## src/rtl/obu_header_parser_pkg.sv

```systemverilog
// Shared types for the OBU header parser: OBU type codes, latched header fields and
// parser state encoding.
package obu_header_parser_pkg;

    localparam int unsigned LebMaxBytesDef = 5;
    localparam int unsigned SizeWDef       = 32;

    typedef enum logic [3:0] {
        ObuReserved0     = 4'd0,
        ObuSeqHdr        = 4'd1,
        ObuTd            = 4'd2,
        ObuFrameHdr      = 4'd3,
        ObuTileGroup     = 4'd4,
        ObuMetadata      = 4'd5,
        ObuFrame         = 4'd6,
        ObuRedundantFh   = 4'd7,
        ObuTileList      = 4'd8,
        ObuPadding       = 4'd15
    } obu_type_e;

    // obu_type stays raw: reserved codes must pass through unchanged.
    typedef struct packed {
        logic [3:0] obu_type;
        logic       has_ext;
        logic [2:0] temporal_id;
        logic [1:0] spatial_id;
    } obu_hdr_t;

    typedef enum logic [2:0] {
        StHdr,
        StExt,
        StSize,
        StPayload,
        StErr
    } parser_state_e;

    // Takes header bits [6:2]; extension ids start cleared.
    function automatic obu_hdr_t decode_hdr(input logic [4:0] hb);
        obu_hdr_t h;
        h.obu_type    = hb[4:1];
        h.has_ext     = hb[0];
        h.temporal_id = '0;
        h.spatial_id  = '0;
        return h;
    endfunction

endpackage

```

## src/rtl/obu_header_parser_if.sv

```systemverilog
// Byte-stream handshake bundle around the OBU header parser: input byte side and
// payload output side.
interface obu_header_parser_if;

    logic       in_valid;
    logic [7:0] in_data;
    logic       in_ready;
    logic       out_valid;
    logic [7:0] out_data;
    logic       out_last;
    logic       out_ready;

    modport master (
        output in_valid, in_data, out_ready,
        input  in_ready, out_valid, out_data, out_last
    );

    modport slave (
        input  in_valid, in_data, out_ready,
        output in_ready, out_valid, out_data, out_last
    );

endinterface

```

## src/rtl/obu_header_parser.sv

```systemverilog
// AV1 OBU header parser: decodes header, optional extension byte and LEB128 obu_size,
// then forwards exactly obu_size payload bytes with zero latency.
module obu_header_parser
    import obu_header_parser_pkg::*;
#(
    parameter int unsigned LEB_MAX_BYTES = LebMaxBytesDef,
    parameter int unsigned SIZE_W        = SizeWDef
) (
    input  logic              clk,
    input  logic              rst,
    obu_header_parser_if.slave bus,
    output logic              hdr_valid,
    output logic [3:0]        obu_type,
    output logic              has_ext,
    output logic [2:0]        temporal_id,
    output logic [1:0]        spatial_id,
    output logic [SIZE_W-1:0] obu_size,
    output logic              err
);

    localparam int unsigned AccW = 7 * LEB_MAX_BYTES;
    localparam int unsigned IdxW = (LEB_MAX_BYTES > 1) ? $clog2(LEB_MAX_BYTES) : 1;

    parser_state_e     state_q, state_d;
    obu_hdr_t          hdr_q, hdr_d;
    logic [SIZE_W-1:0] size_q, size_d;
    logic [SIZE_W-1:0] rem_q, rem_d;
    logic [AccW-1:0]   acc_q, acc_d;
    logic [IdxW-1:0]   idx_q, idx_d;
    logic              hdr_valid_q, hdr_valid_d;

    logic              in_ready_c;
    logic              out_valid_c;
    logic [7:0]        out_data_c;
    logic              out_last_c;

    logic [31:0]       leb_shift;
    logic [AccW-1:0]   acc_new;
    logic [SIZE_W-1:0] new_size;
    logic              size_overflow;
    logic              leb_last_idx;

    // Incoming LEB128 group merged into the accumulator; overflow looks at the merged value.
    always_comb begin
        leb_shift     = 32'd7 * 32'(idx_q);
        acc_new       = acc_q | (AccW'(bus.in_data[6:0]) << leb_shift);
        new_size      = SIZE_W'(acc_new);
        size_overflow = (acc_new >> SIZE_W) != '0;
        leb_last_idx  = (idx_q == IdxW'(LEB_MAX_BYTES - 1));
    end

    always_ff @(posedge clk) begin
        if (rst) begin
            state_q     <= StHdr;
            hdr_q       <= '0;
            size_q      <= '0;
            rem_q       <= '0;
            acc_q       <= '0;
            idx_q       <= '0;
            hdr_valid_q <= 1'b0;
        end else begin
            state_q     <= state_d;
            hdr_q       <= hdr_d;
            size_q      <= size_d;
            rem_q       <= rem_d;
            acc_q       <= acc_d;
            idx_q       <= idx_d;
            hdr_valid_q <= hdr_valid_d;
        end
    end

    always_comb begin
        state_d     = state_q;
        hdr_d       = hdr_q;
        size_d      = size_q;
        rem_d       = rem_q;
        acc_d       = acc_q;
        idx_d       = idx_q;
        hdr_valid_d = 1'b0;
        in_ready_c  = 1'b0;
        out_valid_c = 1'b0;
        out_data_c  = '0;
        out_last_c  = 1'b0;

        unique case (state_q)
            StHdr: begin
                in_ready_c = 1'b1;
                if (bus.in_valid) begin
                    hdr_d = decode_hdr(bus.in_data[6:2]);
                    // Forbidden bit set or size field absent: stream cannot be framed.
                    if (bus.in_data[7] || !bus.in_data[1]) begin
                        state_d = StErr;
                    end else begin
                        acc_d   = '0;
                        idx_d   = '0;
                        state_d = bus.in_data[2] ? StExt : StSize;
                    end
                end
            end

            StExt: begin
                in_ready_c = 1'b1;
                if (bus.in_valid) begin
                    hdr_d.temporal_id = bus.in_data[7:5];
                    hdr_d.spatial_id  = bus.in_data[4:3];
                    acc_d             = '0;
                    idx_d             = '0;
                    state_d           = StSize;
                end
            end

            StSize: begin
                in_ready_c = 1'b1;
                if (bus.in_valid) begin
                    if (bus.in_data[7]) begin
                        if (leb_last_idx) begin
                            state_d = StErr;
                        end else begin
                            acc_d = acc_new;
                            idx_d = idx_q + IdxW'(1);
                        end
                    end else if (size_overflow) begin
                        state_d = StErr;
                    end else begin
                        size_d      = new_size;
                        rem_d       = new_size;
                        acc_d       = '0;
                        hdr_valid_d = 1'b1;
                        state_d     = (new_size != '0) ? StPayload : StHdr;
                    end
                end
            end

            StPayload: begin
                in_ready_c  = bus.out_ready;
                out_valid_c = bus.in_valid;
                out_data_c  = bus.in_data;
                out_last_c  = (rem_q == SIZE_W'(1));
                if (bus.in_valid && bus.out_ready) begin
                    rem_d = rem_q - SIZE_W'(1);
                    if (rem_q == SIZE_W'(1)) begin
                        state_d = StHdr;
                    end
                end
            end

            StErr: begin
                state_d = StErr;
            end

            default: begin
                state_d = StErr;
            end
        endcase
    end

    assign bus.in_ready  = in_ready_c;
    assign bus.out_valid = out_valid_c;
    assign bus.out_data  = out_data_c;
    assign bus.out_last  = out_last_c;

    assign hdr_valid   = hdr_valid_q;
    assign obu_type    = hdr_q.obu_type;
    assign has_ext     = hdr_q.has_ext;
    assign temporal_id = hdr_q.temporal_id;
    assign spatial_id  = hdr_q.spatial_id;
    assign obu_size    = size_q;
    assign err         = (state_q == StErr);

endmodule

```

## src/flat_wrapper.sv

```systemverilog
// flat-port wrapper written by rule: the top's interface ports become plain ports
module obu_header_parser_flat import obu_header_parser_pkg::*;
#(
    parameter int unsigned LEB_MAX_BYTES = LebMaxBytesDef,
    parameter int unsigned SIZE_W        = SizeWDef
)
  (clk, rst, hdr_valid, obu_type, has_ext, temporal_id, spatial_id, obu_size, err, bus_in_valid, bus_in_data, bus_out_ready, bus_in_ready, bus_out_valid, bus_out_data, bus_out_last);
  obu_header_parser_if bus_i ();
  input  logic clk;
  input  logic rst;
  output logic hdr_valid;
  output logic [3:0] obu_type;
  output logic has_ext;
  output logic [2:0] temporal_id;
  output logic [1:0] spatial_id;
  output logic [SIZE_W-1:0] obu_size;
  output logic err;
  input wire logic [$bits(bus_i.in_valid)-1:0] bus_in_valid;
  input wire logic [$bits(bus_i.in_data)-1:0] bus_in_data;
  input wire logic [$bits(bus_i.out_ready)-1:0] bus_out_ready;
  output wire logic [$bits(bus_i.in_ready)-1:0] bus_in_ready;
  output wire logic [$bits(bus_i.out_valid)-1:0] bus_out_valid;
  output wire logic [$bits(bus_i.out_data)-1:0] bus_out_data;
  output wire logic [$bits(bus_i.out_last)-1:0] bus_out_last;
  assign bus_i.in_valid = bus_in_valid;
  assign bus_i.in_data = bus_in_data;
  assign bus_i.out_ready = bus_out_ready;
  assign bus_in_ready = bus_i.in_ready;
  assign bus_out_valid = bus_i.out_valid;
  assign bus_out_data = bus_i.out_data;
  assign bus_out_last = bus_i.out_last;
  obu_header_parser #(.LEB_MAX_BYTES(LEB_MAX_BYTES), .SIZE_W(SIZE_W)) u_core (.clk(clk), .rst(rst), .bus(bus_i), .hdr_valid(hdr_valid), .obu_type(obu_type), .has_ext(has_ext), .temporal_id(temporal_id), .spatial_id(spatial_id), .obu_size(obu_size), .err(err));
endmodule
```

## config.mk

```make
export PLATFORM = sky130hd
export DESIGN_NAME = obu_header_parser_flat
export DESIGN_NICKNAME = d
export VERILOG_FILES = /design/src/rtl/obu_header_parser_pkg.sv /design/src/rtl/obu_header_parser_if.sv /design/src/rtl/obu_header_parser.sv /design/src/flat_wrapper.sv
export SDC_FILE = /design/constraint.sdc
export NUM_CORES = 1
export LEC_CHECK = 0
export ABC_CLOCK_PERIOD_IN_PS = 2450
export CAP_MARGIN = 20
export CORE_ASPECT_RATIO = 1.2
export CORE_MARGIN = 4
export CORE_UTILIZATION = 43
export DETAILED_ROUTE_END_ITERATION = 8
export HOLD_SLACK_MARGIN = 0.12
export PLACE_DENSITY_LB_ADDON = 0.05
export SYNTH_ARGS = -nofsm -noshare
export SYNTH_HDL_FRONTEND = slang
export SYNTH_SLANG_ARGS = --single-unit
```

## constraint.sdc

```tcl
create_clock -name clk -period 2.45 [get_ports clk]
set_clock_uncertainty 0.1 [all_clocks]
set_input_delay 0.49 -clock clk [delete_from_list [all_inputs] [get_ports clk]]
set_output_delay 0.49 -clock clk [all_outputs]
set_load 0.005 [all_outputs]
```

### After elaboration in Yosys (flattened, before gate mapping)

Cells that the tools add are included.
W data, S select, Z words.

* output and inout bits: 55
* input port bits: 12
* register bits after elaboration: 116
* word-level logic and storage cells: 96

* bitwise gates (word level): 5
* $mul: 1
* mux-type cells: 40
* reductions and logical operators: 18
* shifts and indexed selects: 1
* equal/unequal tests: 19
* $add $sub $neg: 2

Operators by type and width (number)
* $mux W35: 7
* $mux W32: 4
* $pmux W35 S3: 1
* $pmux W32 S2: 1
* $mux W3: 15
* $or A35 B35 Y35: 1
* $reduce_bool A35 Y1: 1
* $shl A7 B6 Y35: 1
* $eq A32 B1 Y1 const B: 1
* $reduce_bool A32 Y1: 1
* $sub A32 B1 Y32 const B: 1
* $ne A2 B2 Y1 const B: 8
* $reduce_and A7 Y1: 2
* $pmux W3 S4: 1
* $mux W5: 2
* $pmux W5 S2: 1
* $pmux W3 S3: 1
* $mux W8: 1
* $eq A3 B2 Y1 const B: 2
* $eq A3 B3 Y1 const B: 2
* $mul A3 B3 Y6 const A: 1
* $ne A3 B3 Y1 const B: 2
* $reduce_and A6 Y1: 1
* $reduce_and A5 Y1: 1
* other kinds (19): 27

### Longest topological paths before layout

* depth after elaboration: 9
* gate-level depth with buffers: 11
* mapped depth without buffers: 8

### Worst setup path after synthesis

OpenSTA, ideal clock, no wires.

* path kind: input -> register
* start: input port bus_in_data[7]
* end: register u_core.acc_q[0]
* slack: 0.157 ns
* arrival time: 2.064 ns
* stages on the path: 9
* cells stage by stage: clkbuf_1 a211oi_1 nand2_1 a31o_1 clkbuf_2 buf_2 buf_4 nand3_1 o31ai_1

* longest elaborated chain between the ends: 3

RTL lines
* start, declared: line flat_wrapper.sv:19 `input wire logic [$bits(bus_i.in_data)-1:0] bus_in_data;`
* $mux W35 or $logic_or A1 B1 Y1 (tied branches): line obu_header_parser.sv:115, obu_header_parser.sv:91
* $mux W35 or $ne A2 B2 Y1 (tied branches)
* $pmux W35 S3 or $reduce_and A7 Y1 (tied branches)
* end signal, assigned: line obu_header_parser.sv:58 `acc_q <= '0;`
* end signal, assigned: line obu_header_parser.sv:66 `acc_q <= acc_d;`
* end, declared: line obu_header_parser.sv:28 `logic [AccW-1:0] acc_q, acc_d;`

Several ways; a longest one is shown, not always the timed one. The select of a mux whose other input is x is not followed.
A chain may end at the register's enable or synchronous reset.

### Worst setup path in the final report

* start: register u_core.rem_q[27]
* end: output port bus_out_last

* longest elaborated chain between the ends: 2

RTL lines
* start, declared: line obu_header_parser.sv:27 `logic [SIZE_W-1:0] rem_q, rem_d;`
* start signal, assigned: line obu_header_parser.sv:65 `rem_q <= rem_d;`
* $eq A32 B1 Y1: line obu_header_parser.sv:138 `out_last_c = (rem_q == SIZE_W'(1));`
* $mux W1: line obu_header_parser.sv:85 `unique case (state_q)`
* end, declared: line flat_wrapper.sv:24 `output wire logic [$bits(bus_i.out_last)-1:0] bus_out_last;`

Every way passes these cells.

==> flow_metrics.py <==
metrics = {
    "run_status": {
        "status": "finished with violations",
        "violations": "negative setup slack",
    },
    "route": {
        "route.met2.wl_mm": 8.81,
        "highest_layer": "met4",
        "dr_total_vias": 6053,
        "wl_mm": 18.4,
        "post-route-drc-count": 0,
        "wl_per_cell_um": 17.6,
        "ant_nets": 0,
        "vias_per_cell": 5.79,
        "first_pass_iters": 5,
        "drtIter0Drc": 527,
        "route.met3.wl_mm": 1.18,
        "route.layer.met1.wl_mm": 8.08,
    },
    "power_and_ir_drop": {
        "power.internal_w": 0.00390,
        "swShare_pct": 22.3,
        "combPwrFrac_pct": 8.5,
        "clkPwrFrac_pct": 53.1,
        "p_per_area_mw_per_mm2": 627,
        "ir_drop_mv": 0.598,
        "p_switching_w": 0.00112,
        "p_leak_nw": 3.05,
        "pwr-share-seq_pct": 38.5,
    },
    "sta": {
        "setup_viol": 4,
        "relSlewSlack_pct": 66.9,
        "fin_crit_sh_pct": 107,
        "whs_ps": 353,
        "rsz0062_at_grt": "true",
        "slew_viol_final": 0,
        "max_freq_mhz": 383,
        "worst_pin_slew_ps": 495,
        "finalWorstSetupSlack_ps": -161,
        "fin_crit_ps": 2610,
        "finalHoldViolations": 0,
    },
    "synthesis": {
        "ys_seq_area_share_pct": 41.4,
        "ys_types": 59,
        "synth_top_area_cell": "dfxtp_1",
        "async_reset_ff_share_pct": 0,
        "synth_area_leaders": "dfxtp_1, a21oi_1, nor2_1",
        "ys.flop_type": "dfxtp_1",
        "yosysTopAreaCellShare_pct": 41.4,
        "syn_area_mm2": 0.00561,
        "synth_seq_cells": 116,
        "synth_edf_count": 0,
        "syn_nets": 725,
        "synth_cells": 709,
        "syn_area_per_cell_um2": 7.92,
        "ys_warn_count": 0,
    },
    "setup_path": {
        "rrSetupSlack_ps": -110,
        "required_ps": 1860,
        "endpoint_kind": "output port",
        "worst-path-max-fanout": 3,
        "cp_slowest_stage_delay_ps": 570,
        "start_kind": "flop",
        "crit_chain": "nor4_2 > nand2_1 > or4_4 > nor2_4 > buf_2",
        "path_class": "flop to output port",
        "slowest_stage": "or4_4",
        "crit_buf_inv": 1,
        "worst_path_dominant_cell_family": "simple AND/OR/NAND/NOR gates",
        "arrival_ps": 2020,
    },
    "final_layout": {
        "areaGrowthSynthToFinish_pct": 42.7,
        "final_area_mm2": 0.00801,
        "mostFrequentLayoutCell": "buf_4",
        "stdcell_count": 1046,
        "drive_gt1_share_pct": 22.2,
        "layout_common_cells": "buf_4, dfxtp_1, nor2_1",
        "utilization_pct": 62.9,
        "antenna_cells": 0,
        "nFillCells": 1136,
        "final_nets": 885,
    },
    "die": {
        "chipHeight_um": 133,
        "placementRows": 45,
        "ioPinCount": 67,
        "die_w_um": 112,
        "design.core.area_mm2": 0.0127,
        "dieArea_mm2": 0.0150,
        "initial_core_util_pct": 44.1,
    },
    "grt": {
        "grt_pass1_vias": 5619,
        "antenna_found_initial": 0,
        "grt_pass1_wl_mm": 29.4,
        "grtUsageTotal_pct": 24.4,
        "gr-total-overflow": 0,
        "grt_max_degree": 72,
    },
    "clocking": {
        "ctsHtreeMaxLevel": 4,
        "cts_made_buffers": 17,
        "path_clk_slew_ps": 50,
        "ctsRootBufferMaster": "clkbuf_16",
        "cts_num_sinks": 116,
        "clockBufferDepth": 2,
        "clkLatencyLatePin_ps": 420,
        "cts_tree": "built",
    },
    "flow_run": {
        "drv_cap": 0,
    },
    "placed_design": {
        "gp_congestion": 0.915,
        "post_dp_cell_area_mm2": 0.00725,
        "dp_slack_ps": -381,
        "post-dp-hpwl_mm": 13.2,
        "dp.cells": 1008,
        "port_buffers": 66,
    },
    "worst_hold_path": {
        "hp-class": "flop to flop",
    },
}
[Yosys cell counts (all sizes together), types with 10 or more instances]
master	n
nor4	10
o31ai	35
nand3	54
nor2b	13
nand2	45
and3	11
dfxtp	116
o21ai	49
nor2	85
clkbuf	35
nand4	13
nor3	19
a211oi	34
buf	22
a21oi	81
a31oi	10
[tightest hold or removal path, cell delays in order (launching register included)]
cell,delay [ps]
dfxtp_1,300
nand2_1,50
a21oi_1,50
[cell families (layout without fill, tap and decap cells)]
family,Yosys count,in the layout,synth area share [%]
and+or+nand+nor,288,288,26.1
adders and majority gates,4,4,0.891
buffers and inverters,63,236,4.61
DFF,116,116,41.4
AOI/OAI and AO/OA,238,238,27.0
[per-layer routing]
metal / vias up / global-route usage (%)
li1: 2958 / -
met3: 32 / 4.68
met1: 2848 / 33.0
met4: 0 / 7.82
met5: - / 0
met2: 215 / 39.5
[stage by stage]
| stage | power (W) | TNS [ps] |
|---|---|---|
| 2_1_floorplan | 0.00217 | 0 |
| 3_3_place_gp | 0.00237 | -25240 |
| 3_5_place_dp | 0.00238 | -30060 |
| 4_1_cts | 0.00503 | -163 |
| 5_1_grt | 0.00517 | -1020 |
| 6_report | 0.00502 | -352 |
[layout make-up]
class,count,area (µm²),share of cell area (%)
clock inverters,10,179,2.23
multi-input cells,530,3120,38.9
repair buffers,198,1720,21.4
well taps,164,205,2.56
clock buffers,22,444,5.55
flip-flops and latches,116,2330,29.1
inverters,6,22.5,0.281
[path summary, 6_finish.rpt]
path / cells after the start / endpoint / start
setup / recovery: 5 / bus_out_last / u_core.rem_q[27]
setup reg to reg: 8 / u_core.state_q[2] / u_core.rem_q[27]
hold reg to reg: 2 / u_core.temporal_id[2] / u_core.temporal_id[2]
hold / removal: 2 / u_core.temporal_id[2] / u_core.temporal_id[2]
[power groups by stage]
stage / combinational, W / sequential (W) / clock, W
after detailed placement: 0.000409 / 0.00197 / 0
after global placement: 0.000404 / 0.00197 / 0
after floorplan: 0.000199 / 0.00197 / 0
after global routing: 0.000461 / 0.00193 / 0.00277
final: 0.000426 / 0.00193 / 0.00266
after CTS: 0.000412 / 0.00193 / 0.00269
[state kept, by name, summed over array words and instances (netlist names)]
register,count
u_core.rem_q,32
u_core.acc_q,35
u_core.hdr_valid,1
u_core.state_q,3
u_core.temporal_id,3
u_core.idx_q,3
u_core.spatial_id,2
u_core.obu_type,4
u_core.has_ext,1
u_core.obu_size,32
[what timing repair did]
item	CTS	global route
setup endpoints to repair	13	67
pin swaps	8	11
hold buffers	0	0
buffers inserted	1	5
resized for setup	13	19
hold endpoints to repair	0	0
No activity file was read; power rests on OpenSTA's default activity.
